--- config.mk ---
export PLATFORM = sky130hd
export DESIGN_NAME = psram_req_arbiter
export DESIGN_NICKNAME = d
export VERILOG_FILES = /design/src/rtl/psram_pkg.sv /design/src/rtl/psram_rr_pick.sv /design/src/rtl/psram_req_arbiter.sv
export SDC_FILE = /design/constraint.sdc
export NUM_CORES = 1
export LEC_CHECK = 0
export ABC_CLOCK_PERIOD_IN_PS = 4440
export CORE_UTILIZATION = 39
export CTS_BUF_LIST = sky130_fd_sc_hd__clkbuf_2 sky130_fd_sc_hd__clkbuf_4 sky130_fd_sc_hd__clkbuf_8
export DETAILED_ROUTE_END_ITERATION = 10
export HOLD_SLACK_MARGIN = 0.02
export PLACE_DENSITY = 0.78
export SYNTH_ARGS = -nofsm -noshare
export SYNTH_HDL_FRONTEND = slang
export SYNTH_SLANG_ARGS = --single-unit
export TNS_END_PERCENT = 100
--- constraint.sdc ---
create_clock -name sys_clk -period 4.44 [get_ports sys_clk]
set_input_delay 0.666 -clock sys_clk [delete_from_list [all_inputs] [get_ports sys_clk]]
set_output_delay 0.666 -clock sys_clk [all_outputs]
set_load 0.03 [all_outputs]
--- src/rtl/psram_pkg.sv ---
// Shared opcodes and arbiter state encoding for the PSRAM request arbiter.
package psram_pkg;

    localparam logic [7:0] OP_RSTEN = 8'h66;
    localparam logic [7:0] OP_RST   = 8'h99;
    localparam logic [7:0] OP_WRITE = 8'h02;
    localparam logic [7:0] OP_READ  = 8'h03;
    localparam logic [7:0] OP_RDID  = 8'h9F;

    typedef enum logic [2:0] {
        ST_INIT_WAIT   = 3'd0,
        ST_RSTEN_ISSUE = 3'd1,
        ST_RSTEN_WAIT  = 3'd2,
        ST_RST_ISSUE   = 3'd3,
        ST_RST_WAIT    = 3'd4,
        ST_IDLE        = 3'd5,
        ST_ISSUE       = 3'd6,
        ST_WAIT        = 3'd7
    } arb_state_t;

    function automatic int unsigned max_u(input int unsigned a, input int unsigned b);
        return (a > b) ? a : b;
    endfunction

endpackage

--- src/rtl/psram_rr_pick.sv ---
// Masked priority pick: first set request at or after ptr, wrapping.
// PSRAM_ARB_FIXED_PRIO_EN switches to plain lowest-index-wins.
module psram_rr_pick
    import psram_pkg::*;
#(
    parameter int NUM_REQ = 2,
    localparam int IDX_W  = $clog2(NUM_REQ)
) (
    input  logic [NUM_REQ-1:0] req,
    input  logic [IDX_W-1:0]   ptr,
    output logic [IDX_W-1:0]   idx,
    output logic               any
);

    logic [2*NUM_REQ-1:0] dbl;
    logic [NUM_REQ-1:0]   rot;
    logic [IDX_W:0]       pos;

    always_comb begin
        dbl = '0;
        rot = '0;
        pos = '0;
        idx = '0;
        any = 1'b0;
`ifdef PSRAM_ARB_FIXED_PRIO_EN
        rot = req;
`else
        // rotate so that bit 0 of rot corresponds to requester ptr
        dbl = {req, req} >> ptr;
        rot = dbl[NUM_REQ-1:0];
`endif
        for (int i = 0; i < NUM_REQ; i++) begin
            if (!any && rot[i]) begin
                any = 1'b1;
`ifdef PSRAM_ARB_FIXED_PRIO_EN
                pos = (IDX_W+1)'(i);
`else
                pos = {1'b0, ptr} + (IDX_W+1)'(i);
                if (pos >= (IDX_W+1)'(NUM_REQ)) begin
                    pos = pos - (IDX_W+1)'(NUM_REQ);
                end
`endif
                idx = pos[IDX_W-1:0];
            end
        end
    end

endmodule

--- src/rtl/psram_req_arbiter.sv ---
// Shares one serial PSRAM command engine between NUM_REQ requesters and runs
// the power-up reset sequence. Build option: PSRAM_ARB_FIXED_PRIO_EN.
//
// state          | meaning
// ST_INIT_WAIT   | idle delay after reset before any command
// ST_RSTEN_ISSUE | present Reset-Enable (0x66) to engine
// ST_RSTEN_WAIT  | await engine completion of 0x66
// ST_RST_ISSUE   | present Reset (0x99) to engine
// ST_RST_WAIT    | await engine completion of 0x99, then init_done
// ST_IDLE        | arbitrate among pending requesters
// ST_ISSUE       | present granted Write/Read to engine
// ST_WAIT        | await completion or timeout, then respond
module psram_req_arbiter
    import psram_pkg::*;
#(
    parameter int NUM_REQ   = 2,
    parameter int ADDR_W    = 24,
    parameter int INIT_WAIT = 150,
    parameter int TIMEOUT   = 1023
) (
    input  logic                      sys_clk,
    input  logic                      sys_reset,
    input  logic [NUM_REQ-1:0]        req_valid,
    input  logic [NUM_REQ-1:0]        req_we,
    input  logic [NUM_REQ*ADDR_W-1:0] req_addr,
    input  logic [NUM_REQ*8-1:0]      req_wdata,
    output logic [NUM_REQ-1:0]        req_ready,
    output logic [NUM_REQ-1:0]        rsp_valid,
    output logic [7:0]                rsp_rdata,
    output logic                      rsp_err,
    output logic                      init_done,
    output logic                      eng_cmd_valid,
    input  logic                      eng_cmd_ready,
    output logic [7:0]                eng_opcode,
    output logic                      eng_has_addr,
    output logic [ADDR_W-1:0]         eng_addr,
    output logic [7:0]                eng_wdata,
    input  logic                      eng_done,
    input  logic [7:0]                eng_rdata
);

    localparam int IDX_W   = $clog2(NUM_REQ);
    localparam int CNT_MAX = int'(max_u(INIT_WAIT, TIMEOUT));
    localparam int CNT_W   = $clog2(CNT_MAX + 1);
    localparam logic [CNT_W-1:0] INIT_LOAD = CNT_W'(INIT_WAIT - 1);
    localparam logic [CNT_W-1:0] TMO_LOAD  = CNT_W'(TIMEOUT - 1);

    arb_state_t          state, state_nxt;
    logic [CNT_W-1:0]    cnt, cnt_nxt;
    logic [IDX_W-1:0]    ptr, gnt_idx, pick_idx;
    logic                pick_any;
    logic                lat_we;
    logic [ADDR_W-1:0]   lat_addr;
    logic [7:0]          lat_wdata;
    logic                sel_we;
    logic [ADDR_W-1:0]   sel_addr;
    logic [7:0]          sel_wdata;
    logic                grant_load, accept, done_fire, tmo_fire, init_set;

    psram_rr_pick #(
        .NUM_REQ (NUM_REQ)
    ) u_pick (
        .req (req_valid),
        .ptr (ptr),
        .idx (pick_idx),
        .any (pick_any)
    );

    always_comb begin
        sel_we    = 1'b0;
        sel_addr  = '0;
        sel_wdata = '0;
        for (int i = 0; i < NUM_REQ; i++) begin
            if (pick_idx == IDX_W'(i)) begin
                sel_we    = req_we[i];
                sel_addr  = req_addr[i*ADDR_W +: ADDR_W];
                sel_wdata = req_wdata[i*8 +: 8];
            end
        end
    end

    always_ff @(posedge sys_clk or posedge sys_reset) begin
        if (sys_reset) begin
            state <= ST_INIT_WAIT;
            cnt   <= INIT_LOAD;
        end else begin
            state <= state_nxt;
            cnt   <= cnt_nxt;
        end
    end

    always_comb begin
        state_nxt     = state;
        cnt_nxt       = cnt;
        grant_load    = 1'b0;
        accept        = 1'b0;
        done_fire     = 1'b0;
        tmo_fire      = 1'b0;
        init_set      = 1'b0;
        eng_cmd_valid = 1'b0;
        eng_opcode    = '0;
        eng_has_addr  = 1'b0;
        eng_addr      = '0;
        eng_wdata     = '0;
        req_ready     = '0;
        case (state)
            ST_INIT_WAIT: begin
                if (cnt == '0) state_nxt = ST_RSTEN_ISSUE;
                else           cnt_nxt   = cnt - 1'b1;
            end
            ST_RSTEN_ISSUE: begin
                eng_cmd_valid = 1'b1;
                eng_opcode    = OP_RSTEN;
                if (eng_cmd_ready) begin
                    state_nxt = ST_RSTEN_WAIT;
                    cnt_nxt   = TMO_LOAD;
                end
            end
            ST_RSTEN_WAIT: begin
                if (eng_done)        state_nxt = ST_RST_ISSUE;
                else if (cnt == '0)  state_nxt = ST_RSTEN_ISSUE;
                else                 cnt_nxt   = cnt - 1'b1;
            end
            ST_RST_ISSUE: begin
                eng_cmd_valid = 1'b1;
                eng_opcode    = OP_RST;
                if (eng_cmd_ready) begin
                    state_nxt = ST_RST_WAIT;
                    cnt_nxt   = TMO_LOAD;
                end
            end
            ST_RST_WAIT: begin
                if (eng_done) begin
                    state_nxt = ST_IDLE;
                    init_set  = 1'b1;
                end else if (cnt == '0) begin
                    // a lost init command restarts the whole reset pair
                    state_nxt = ST_RSTEN_ISSUE;
                end else begin
                    cnt_nxt = cnt - 1'b1;
                end
            end
            ST_IDLE: begin
                if (init_done && pick_any) begin
                    state_nxt  = ST_ISSUE;
                    grant_load = 1'b1;
                end
            end
            ST_ISSUE: begin
                eng_cmd_valid = 1'b1;
                eng_opcode    = lat_we ? OP_WRITE : OP_READ;
                eng_has_addr  = 1'b1;
                eng_addr      = lat_addr;
                eng_wdata     = lat_we ? lat_wdata : 8'h00;
                if (eng_cmd_ready) begin
                    req_ready[gnt_idx] = 1'b1;
                    accept             = 1'b1;
                    state_nxt          = ST_WAIT;
                    cnt_nxt            = TMO_LOAD;
                end
            end
            ST_WAIT: begin
                if (eng_done) begin
                    done_fire = 1'b1;
                    state_nxt = ST_IDLE;
                end else if (cnt == '0) begin
                    tmo_fire  = 1'b1;
                    state_nxt = ST_IDLE;
                end else begin
                    cnt_nxt = cnt - 1'b1;
                end
            end
            default: begin
                state_nxt = ST_INIT_WAIT;
                cnt_nxt   = INIT_LOAD;
            end
        endcase
    end

    always_ff @(posedge sys_clk or posedge sys_reset) begin
        if (sys_reset) begin
            ptr       <= '0;
            gnt_idx   <= '0;
            lat_we    <= 1'b0;
            lat_addr  <= '0;
            lat_wdata <= '0;
            init_done <= 1'b0;
            rsp_valid <= '0;
            rsp_err   <= 1'b0;
            rsp_rdata <= '0;
        end else begin
            rsp_valid <= '0;
            rsp_err   <= 1'b0;
            if (grant_load) begin
                gnt_idx   <= pick_idx;
                lat_we    <= sel_we;
                lat_addr  <= sel_addr;
                lat_wdata <= sel_wdata;
            end
            if (accept) begin
`ifdef PSRAM_ARB_FIXED_PRIO_EN
                ptr <= '0;
`else
                ptr <= (gnt_idx == IDX_W'(NUM_REQ - 1)) ? '0 : gnt_idx + 1'b1;
`endif
            end
            if (init_set) begin
                init_done <= 1'b1;
            end
            if (done_fire) begin
                rsp_valid[gnt_idx] <= 1'b1;
                rsp_rdata          <= lat_we ? 8'h00 : eng_rdata;
            end
            if (tmo_fire) begin
                rsp_valid[gnt_idx] <= 1'b1;
                rsp_err            <= 1'b1;
                rsp_rdata          <= 8'h00;
            end
        end
    end

endmodule
==> results.tsv, run 1 <==
metric	value	unit
Min-Delay Path Class	flip-flop to flip-flop	
max_cap viols	0	
post-synth top area cell	dfrtp_1	
most used cell, CP	inv_1	
Iter 0 DRT Violations	98	
pre-CTS WS	1160	ps
critical path cell sequence	nand3b_1, inv_1, nor2_4, inv_1, clkdlybuf4s50_1	
CTS tree	yes	
Clk Latency, worst-skew pair	330	ps
Nets	538	
Max VDD drop	0.000307	V
Syn Inst Count	337	
number of port buffers	135	
DIE HEIGHT	93.4	um
DP HPWL	6160	um
CP max-delay cell	inv_1	
Setup TNS	0	ps
full die area	0.00873	mm2
Syn Nets	418	
final hold vios	0	
Synth area leaders	dfrtp_1, mux2i_1, a21oi_1	
mapped cell area	0.00326	mm2
total core area	0.00789	mm2
top-area cell type share of the netlist area	0.430	
CP top delay family	buffers and inverters	
Worst-path clk slew	60	ps
Clock Tree Root	clkbuf_8	
initial antenna violation count	0	
post-layout min period	3590	ps
final WL	8630	um
vias in the first global route	2885	
Pwr Density	628	mW/mm2
Placer Congestion	0.869	
Placement Cell Area	0.00462	mm2
Worst Path Max Fanout	37	
GRT Overall Usage	0.206	
Initial Util	0.413	
LEAKAGE	2.13	nW
worst setup margin	846	ps
CP Buf/Inv Count	3	
# setup viols final	0	
Slew headroom	0.263	
Req. time, crit path	3770	ps
Main synth FF type	dfrtp_1	
Synth-to-Final Area Change	48.2	%
grt total ovfl	0	
DR pass1 iterations	4	
Top Ports	136	
FP Rows	32	
Synth async-reset ratio	1.00	
largest net degree at the start of global routing	68	
Vias/cell	5.23	
first-pass GRT wire length	13800	um
Crit. End Element	output pin	
fin crit share	0.810	
RSZ-0062 raised after global routing	false	
H-tree depth	3	
crit-path max cell delay	770	ps
Synth top cells by count	dfrtp_1, nor2_1, a21oi_1	
ANT cells	0	
layout cells sized above 1	0.0694	
CTS Buf Count	9	
Distinct cells, synth	50	
synth warn	0	
fin. max-slew vios	0	
Seq cells post-synth	60	
Final ANT Viol Nets	0	
post_cts resized	0	
outcome	complete, no violations	
Die X	93.4	um
EDFF count, synth	0	
Synth Area per Inst	9.68	um2
crit path kind	flip-flop to output pin	
CP arrival	2930	ps
Critical Path Start Type	flip-flop	
Final Skew	6.38	ps
DRC	0	
Post-CTS Setup Inserts	0	
Seq/Total Area, Yosys	0.462	
Slew @ Worst Pin	1110	ps
drt wl/cell	15.3	um
most numerous cell in the Yosys netlist	dfrtp_1	
clk sink count	60	
clk buf depth	2	
Layout Cell Area excl Fill	0.00483	mm2
Hold-fix buffers, CTS	0	
vias	2946	
fmax	278	MHz
Pwr Total	3.03	mW
placed cells by master, fill, tap and decap left out, types with 3 or more instances in the layout:
cell             count
dfstp_2              4
nand2b_1             3
clkbuf_8            12
dfrtp_1             56
clkdlybuf4s50_1    135
and3_1              10
o2bb2ai_1            6
o21ai_0              5
nand2_1              9
nor2b_1              3
nand4b_1             3
and2_1              26
a22o_1              10
inv_1               11
o21bai_1             3
a21oi_1             36
mux2i_1             35
nor2_1              46
a31oi_1              6
nand3_1              3
final cells by class:
cell class	count	area, um2
timing repair buffer	137	1370
sequential	60	1510
multi-input combinational	237	1580
inverter	12	45.0
clock inverter	1	30.0
fill	646	3060
tap	102	128
clock buffer	14	180
state kept, by name (all words and copies together), names as in the netlist:
register   count
cnt           10
gnt_idx        1
init_done      1
lat_addr      24
lat_wdata      8
lat_we         1
ptr            1
rsp_err        1
rsp_rdata      8
rsp_valid      2
state          3
cell families after synthesis:
kind of cell	synth area share
flops	0.462
buf+inv	0.0587
compound gates	0.168
simple gates	0.197
mux	0.107
fa+ha+maj	0.00691
worst register-to-register path, cell delays in order (launching register included):
cell,delay [ps]
dfrtp_1,390
inv_1,80
ha_1,270
nor4b_4,560
a31oi_1,150
or2_0,440
a22o_1,340
worst paths after layout:
| check | startpoint | end | slack [ps] | depth (start not counted) |
|---|---|---|---|---|
| setup / recovery | state[2]$_DFFE_PP0P_ | eng_cmd_valid | 850 | 5 |
| hold / removal | gnt_idx$_DFFE_PP0P_ | rsp_valid[0]$_DFF_PP0_ | 440 | 1 |
| setup reg to reg | cnt[1]$_DFFE_PP0P_ | rsp_rdata[3]$_DFFE_PP0P_ | 2100 | 6 |
| hold reg to reg | gnt_idx$_DFFE_PP0P_ | rsp_valid[0]$_DFF_PP0_ | 440 | 1 |
| max in group asynchronous | sys_reset | cnt[7]$_DFFE_PP1P_ | 2830 | 3 |
| min in group asynchronous | sys_reset | rsp_rdata[2]$_DFFE_PP0P_ | 700 | 2 |
power breakdown:
group	internal, mW	switching (mW)
Sequential	0.791	0.171
Clock	0.315	0.202
Combinational	0.673	0.881
through the flow:
step                      hold WS, ps  utilization  cells
after floorplan                   417            -    337
after global placement            425        0.586    548
after detailed placement          436        0.586    548
after CTS                         444        0.612    563
after global routing              468        0.612    563
final                             439        0.612    563
per-layer routing:
layer | up-vias | share of wire | global-route usage
li1 | 1424 | - | -
met1 | 1403 | 0.42 | 0.252
met2 | 106 | 0.51 | 0.348
met3 | 13 | 0.061 | 0.0423
met4 | 0 | 0.016 | 0.0936
met5 | - | 0 | 0
No activity file was read; power rests on OpenSTA's default activity.
==> run 2: changes to the inputs <==
--- a/config.mk
+++ b/config.mk
@@ -5,12 +5,12 @@
 export SDC_FILE = /design/constraint.sdc
 export NUM_CORES = 1
 export LEC_CHECK = 0
-export ABC_CLOCK_PERIOD_IN_PS = 4440
+export ABC_CLOCK_PERIOD_IN_PS = 3100
 export CORE_UTILIZATION = 39
 export CTS_BUF_LIST = sky130_fd_sc_hd__clkbuf_2 sky130_fd_sc_hd__clkbuf_4 sky130_fd_sc_hd__clkbuf_8
 export DETAILED_ROUTE_END_ITERATION = 10
 export HOLD_SLACK_MARGIN = 0.02
-export PLACE_DENSITY = 0.78
+export PLACE_DENSITY = 0.81
 export SYNTH_ARGS = -nofsm -noshare
 export SYNTH_HDL_FRONTEND = slang
 export SYNTH_SLANG_ARGS = --single-unit
==> constraint.sdc (replaced) <==
create_clock -name sys_clk -period 3.1 [get_ports sys_clk]
set_input_delay 0.465 -clock sys_clk [delete_from_list [all_inputs] [get_ports sys_clk]]
set_output_delay 0.465 -clock sys_clk [all_outputs]
set_load 0.03 [all_outputs]
==> run 2 against run 1 <==
- via count shrank 0.41%
- critical path depth is the same
- setup slack lost 620 ps
- core utilization grew 0.89 points
- design area grew 1.5%
- non-clock buffer count grew 6
- register-to-register slack lost 1300 ps
- largest power group unchanged
==> results.tsv, run 2 (same netlist as run 1, synthesis figures left out) <==
metric	value	unit	change
post-layout min period	2880	ps	
number of port buffers	135		unchanged
combinational share of power	0.525		+0.013
commonest non-fill, non-tap cells in the layout	clkdlybuf4s50_1, dfrtp_1, nor2_1, a21oi_1, mux2i_1		
vias	2934		-0.41%
met1 Usage GRT	0.263		+0.0110
Placement Cell Area	0.00470	mm2	+1.8%
Critical Path Start Type	flip-flop		
Worst Path Max Fanout	30		-19%
crit-path max cell delay	670	ps	-100 ps
Crit. End Element	output pin		
top flop regs	lat_addr (24), cnt (10)		
Nets	544		+1.1%
H-tree depth	3		unchanged
# setup viols final	0		unchanged
DIE HEIGHT	93.4	um	unchanged
RSZ-0062 raised after global routing	false		
Synth-to-Final Area Change	50.3	%	
Clock Tree Root	clkbuf_8		
Die X	93.4	um	unchanged
Largest register FFs	24		unchanged
grt peak-use layer	met2		
total core area	0.00789	mm2	unchanged
critical path cell sequence	nand3b_1, inv_2, buf_12, and3_1, clkdlybuf4s50_1		
GRT Overall Usage	0.208		+0.00248
CTS tree	yes		
first-pass GRT wire length	14000	um	+1.3%
Top reg by flops	lat_addr		
Clk pwr share	0.160		-0.011
largest net degree at the start of global routing	47		-31%
CTS Buf Count	9		unchanged
pre-CTS WS	476	ps	-688 ps
Layout Cell Area excl Fill	0.00490	mm2	+1.5%
P_int	2.55	mW	+44%
Max VDD drop	0.000459	V	+49%
Final Skew	6.36	ps	-0.0168 ps
outcome	complete, no violations		
DRC	0		unchanged
grt total ovfl	0		unchanged
met3 Use GR	0.0569		+0.0146
Final ANT Viol Nets	0		unchanged
initial antenna violation count	0		unchanged
Clk Latency, worst-skew pair	340	ps	about the same
Switching Fraction	0.420		+0.00634
Switch Pwr	1.85	mW	+47%
max_cap viols	0		unchanged
Slew @ Worst Pin	771	ps	-334 ps
CP arrival	2410	ps	-520 ps
DR pass1 iterations	5		+1
clk buf depth	2		unchanged
full die area	0.00873	mm2	unchanged
crit path kind	flip-flop to output pin		
CP top delay family	buffers and inverters		
Pwr Total	4.40	mW	+45%
Filler cells	658		+1.9%
fmax	348	MHz	
final hold vios	0		unchanged
Slew headroom	0.485		+0.222
CP max-delay cell	clkdlybuf4s50_1		
FP Rows	32		unchanged
Iter 0 DRT Violations	205		+110%
CP Buf/Inv Count	3		unchanged
vias in the first global route	2941		+1.9%
Initial Util	0.413		unchanged
Top Ports	136		unchanged
Vias/cell	5.15		-1.6%
Placer Congestion	0.843		-3.0%
Pwr Density	899	mW/mm2	+43%
Seq pwr share	0.315		-0.002
drt wl/cell	15.0	um	-1.8%
most common cell after layout, fill and taps aside	clkdlybuf4s50_1		
final WL	8580	um	-0.54%
Worst-path clk slew	70	ps	about the same
worst setup margin	224	ps	-622 ps
LEAKAGE	2.16	nW	+1.5%
fin. max-slew vios	0		unchanged
ANT cells	0		unchanged
Setup TNS	0	ps	unchanged
fin crit share	0.928		
Post-CTS Setup Inserts	0		unchanged
clk sink count	60		unchanged
Req. time, crit path	2630	ps	-1140 ps
layout cells sized above 1	0.0855		+0.0161
DP HPWL	6320	um	+2.7%
Min-Delay Path Class	flip-flop to flip-flop		
GRT met2 Usage	0.342		-0.00613
## run 2: cell types whose count changed in the layout (fill, tap and decap cells not counted)
cell        before  now
buf_12           0    3
buf_4            2    5
clkinv_2         0    3
clkbuf_8        12   10
clkbuf_4         2    1
clkinvlp_4       0    1
inv_1           11   10
inv_2            1    2
## run 2: path summary, 6_finish.rpt
check	end	slack (ps)	depth (start not counted)	start
max	eng_wdata[4]	220	5	state[0]$_DFFE_PP0P_
min	rsp_valid[0]$_DFF_PP0_	460	1	gnt_idx$_DFFE_PP0P_
max reg2reg	rsp_rdata[4]$_DFFE_PP0P_	810	6	cnt[1]$_DFFE_PP0P_
min reg2reg	rsp_valid[0]$_DFF_PP0_	460	1	gnt_idx$_DFFE_PP0P_
min in group asynchronous	rsp_rdata[4]$_DFFE_PP0P_	580	2	sys_reset
max in group asynchronous	cnt[7]$_DFFE_PP1P_	1820	3	sys_reset
## run 2: timing repair
| item | 4_1_cts | 5_1_grt |
|---|---|---|
| endpoints found under the setup margin | 0 | 4 |
| resized for setup | 0 | 1 |
| hold buffers | 0 | 0 |
## run 2: routing by layer
layer  wire length [um]  share of wire  vias to the layer above
li1                   -              -                     1434
met1               3620           0.42                     1356
met2               4200           0.49                      135
met3                642          0.075                        9
met4                116          0.014                        0
met5                  0              0                        -
## run 2: power by group through the flow
stage	registers (mW)	logic, mW	clock network (mW)
after floorplan	1.39	1.45	0
after global placement	1.38	2.27	0
after detailed placement	1.39	2.32	0
after CTS	1.39	2.33	0.721
after global routing	1.43	2.50	0.756
final	1.39	2.31	0.703
## run 2: through the flow
stage	instances	util	hold slack, ps
finish	570	0.621	456
global route	570	0.621	466
CTS	570	0.621	455
global placement	554	0.596	434
floorplan	337	-	417
detailed placement	554	0.596	446
## run 2: cell type report
type	count	area (um2)	share of cell area
clock buffers	11	145	0.0296
clock inverters	5	52.6	0.0107
inverters	12	45.0	0.00919
multi-input cells	237	1580	0.321
flip-flops and latches	60	1510	0.307
well taps	102	128	0.0260
repair buffers	143	1450	0.296
## run 2: worst reg2reg max path: cells and delay by family (launching register included)
| kind | cells | cell delay [ps] |
|---|---|---|
| AO/OA/AOI/OAI | 2 | 480 |
| adder cells (fa/ha/maj) | 1 | 270 |
| buffers and inverters | 1 | 90 |
| flip-flops | 1 | 390 |
| AND/OR/NAND/NOR | 2 | 970 |
==> run 3: changes to the inputs <==
--- a/config.mk
+++ b/config.mk
@@ -5,11 +5,13 @@
 export SDC_FILE = /design/constraint.sdc
 export NUM_CORES = 1
 export LEC_CHECK = 0
+export ABC_AREA = 1
 export ABC_CLOCK_PERIOD_IN_PS = 3100
 export CORE_UTILIZATION = 39
 export CTS_BUF_LIST = sky130_fd_sc_hd__clkbuf_2 sky130_fd_sc_hd__clkbuf_4 sky130_fd_sc_hd__clkbuf_8
 export DETAILED_ROUTE_END_ITERATION = 10
 export HOLD_SLACK_MARGIN = 0.02
+export MAX_ROUTING_LAYER = met4
 export PLACE_DENSITY = 0.81
 export SYNTH_ARGS = -nofsm -noshare
 export SYNTH_HDL_FRONTEND = slang
==> run 3 against run 2 <==
- maximum frequency down 0.61%
- register-to-register slack improved by 320 ps
- count of clock-buffer cells in the layout down 1
- combinational power grew 8.7%
- critical path type unchanged
- largest cell class is now registers
- largest power group unchanged
- sequential cell count did not move
- via count up 17%
==> results.tsv, run 3 <==
metric	value	unit	change
outcome	complete, no violations		
number of port buffers	135		unchanged
Switch Pwr	2.11	mW	+14%
CP Buf/Inv Count	2		-1
clk sink count	60		unchanged
Distinct cells, synth	30		-40%
fmax	346	MHz	-0.61%
synth warn	0		unchanged
commonest non-fill, non-tap cells in the layout	clkdlybuf4s50_1, nand2_1, nor2_1, dfrtp_1, inv_1		
DP HPWL	7070	um	+12%
worst hold slack	451	ps	-4.93 ps
largest net degree at the start of global routing	44		-6.4%
Final ANT Viol Nets	0		unchanged
Iter 0 DRT Violations	176		-14%
full die area	0.00873	mm2	unchanged
Switching Fraction	0.463		+0.0433
final hold vios	0		unchanged
Seq/Total Area, Yosys	0.462		unchanged
Max VDD drop	0.000438	V	-4.5%
Pwr Density	940	mW/mm2	+4.6%
drt wl/cell	14.2	um	-5.6%
Top reg by flops	lat_addr		
grt peak-use layer	met2		
Worst Path Max Fanout	11		-63%
post-layout min period	2890	ps	+17.5 ps
Synth-to-Final Area Change	48.8	%	
clk buf depth	2		unchanged
grt total ovfl	0		unchanged
Main synth FF type	dfrtp_1		
Placer Congestion	0.921		+9.2%
crit-path max cell delay	690	ps	+20 ps
GRT met2 Usage	0.398		+0.0558
post_cts resized	0		unchanged
Top Ports	136		unchanged
CP max-delay cell	clkdlybuf4s50_1		
Post-CTS Setup Inserts	0		unchanged
crit path kind	flip-flop to output pin		
fin crit share	0.933		+0.00566
CP top delay family	buffers and inverters		
Crit. End Element	output pin		
ANT cells	0		unchanged
post-synth top area cell	dfrtp_1		
top-area cell type share of the netlist area	0.430		unchanged
most common cell after layout, fill and taps aside	clkdlybuf4s50_1		
Seq pwr share	0.307		-0.008
H-tree depth	3		unchanged
FP Rows	32		unchanged
final WL	9550	um	+11%
CP arrival	2430	ps	+20 ps
top flop regs	lat_addr (24), cnt (10)		
critical path cell sequence	nand3_2, inv_2, nand2_1, nor2_1, clkdlybuf4s50_1		
Synth Area per Inst	7.48	um2	-23%
RSZ-0062 raised after global routing	false		
Die X	93.4	um	unchanged
LEAKAGE	2.22	nW	+2.7%
Slew @ Worst Pin	1120	ps	+353 ps
Syn Inst Count	436		+29%
CTS tree	yes		
fin. max-slew vios	0		unchanged
layout cells sized above 1	0.0912		+0.00576
Min-Delay Path Class	primary input to async pin		
met3 Use GR	0.0593		+0.00244
most numerous cell in the Yosys netlist	nand2_1		
Largest register FFs	24		unchanged
Synth top cells by count	nand2_1, nor2_1, dfrtp_1		
total core area	0.00789	mm2	unchanged
Worst-path clk slew	70	ps	about the same
DIE HEIGHT	93.4	um	unchanged
# setup viols final	0		unchanged
Slew headroom	0.250		-0.236
Synth async-reset ratio	1.00		unchanged
Vias/cell	5.11		-0.72%
P_int	2.45	mW	-4.1%
EDFF count, synth	0		unchanged
Seq cells post-synth	60		unchanged
Nets	646		+19%
CTS Buf Count	9		unchanged
initial antenna violation count	0		unchanged
Clk Latency, worst-skew pair	350	ps	about the same
mapped cell area	0.00326	mm2	unchanged
met1 Usage GRT	0.269		+0.00565
Syn Nets	517		+24%
vias in the first global route	3424		+16%
final core utilization	0.615		-0.00603
Final Skew	14.4	ps	+8.02 ps
max_cap viols	0		unchanged
GRT Overall Usage	0.239		+0.0302
Pwr Total	4.56	mW	+3.6%
vias	3434		+17%
first-pass GRT wire length	15600	um	+12%
Req. time, crit path	2630	ps	about the same
combinational share of power	0.549		+0.024
Clock Tree Root	clkbuf_8		
Setup TNS	0	ps	unchanged
Synth area leaders	dfrtp_1, nand2_1, nor2_1		
Initial Util	0.413		unchanged
DR pass1 iterations	4		-1
Clk pwr share	0.143		-0.017
DRC	0		unchanged
Hold-fix buffers, CTS	0		unchanged
Critical Path Start Type	flip-flop		
## run 3: changes by cell type after synthesis, moves of 8 or more
cell     before  now
a21oi_1      36    5
a22o_1       10    0
and2_1       26    0
and3_1       11    0
buf_2        15    7
inv_1        12   48
mux2i_1      35    0
nand2_1       9   94
nand3_1       3   17
nor2_1       46   81
o21ai_1       1   36
o22ai_1       2   33
## run 3: worst register-to-register path, cell delays in order (launching register included)
cell	delay, ps
dfrtp_1	500
inv_2	130
nand2_1	80
nor2_2	120
inv_2	50
nor2_4	430
buf_12	270
o21ai_1	140
o22ai_1	170
## run 3: path summary, 6_finish.rpt
kind | start | cells past startpoint | slack (ps) | endpoint
min reg2reg | gnt_idx$_DFFE_PP0P_ | 1 | 450 | rsp_valid[0]$_DFF_PP0_
max in group asynchronous | sys_reset | 3 | 2000 | lat_addr[17]$_DFFE_PP0P_
min in group sys_clk | gnt_idx$_DFFE_PP0P_ | 1 | 450 | rsp_valid[0]$_DFF_PP0_
max | state[1]$_DFFE_PP0P_ | 5 | 210 | eng_wdata[5]
min | sys_reset | 2 | 450 | cnt[3]$_DFFE_PP0P_
max reg2reg | state[1]$_DFFE_PP0P_ | 8 | 1130 | lat_addr[8]$_DFFE_PP0P_
## run 3: layout make-up
cell class	count	area (um2)
Clock buffer	10	138
Fill cell	686	3030
Multi-Input combinational cell	299	1420
Timing Repair Buffer	140	1400
Sequential cell	60	1510
Clock inverter	6	47.5
Tap cell	102	128
Inverter	55	209
## run 3: metrics by stage
stage | instances | worst slack, ps | instance area, um2
after global placement | 656 | 698 | 4670
after global routing | 672 | 32.8 | 4850
final | 672 | 206 | 4850
after floorplan | 436 | 1080 | 3260
after detailed placement | 656 | 619 | 4670
after CTS | 672 | 226 | 4850
## run 3: cell families (layout without fill, tap and decap cells)
kind of cell,count (synthesis),in the layout,synth area share
simple gates,217,217,0.292
flops,60,60,0.462
fa+ha+maj,1,1,0.00384
xor+xnor,1,1,0.00269
compound gates,80,80,0.139
buf+inv,77,211,0.101
## run 3: per-layer routing
metal	up-vias	share of wire
li1	1649	-
met1	1615	0.41
met2	151	0.49
met3	19	0.072
met4	0	0.027
met5	-	0
## run 3: power by group through the flow
stage / Sequential (mW) / Clock [mW] / Combinational (mW)
6_report: 1.40 / 0.654 / 2.51
5_1_grt: 1.45 / 0.704 / 2.76
3_3_place_gp: 1.39 / 0 / 2.42
4_1_cts: 1.40 / 0.668 / 2.51
3_5_place_dp: 1.41 / 0 / 2.50
2_1_floorplan: 1.44 / 0 / 1.65
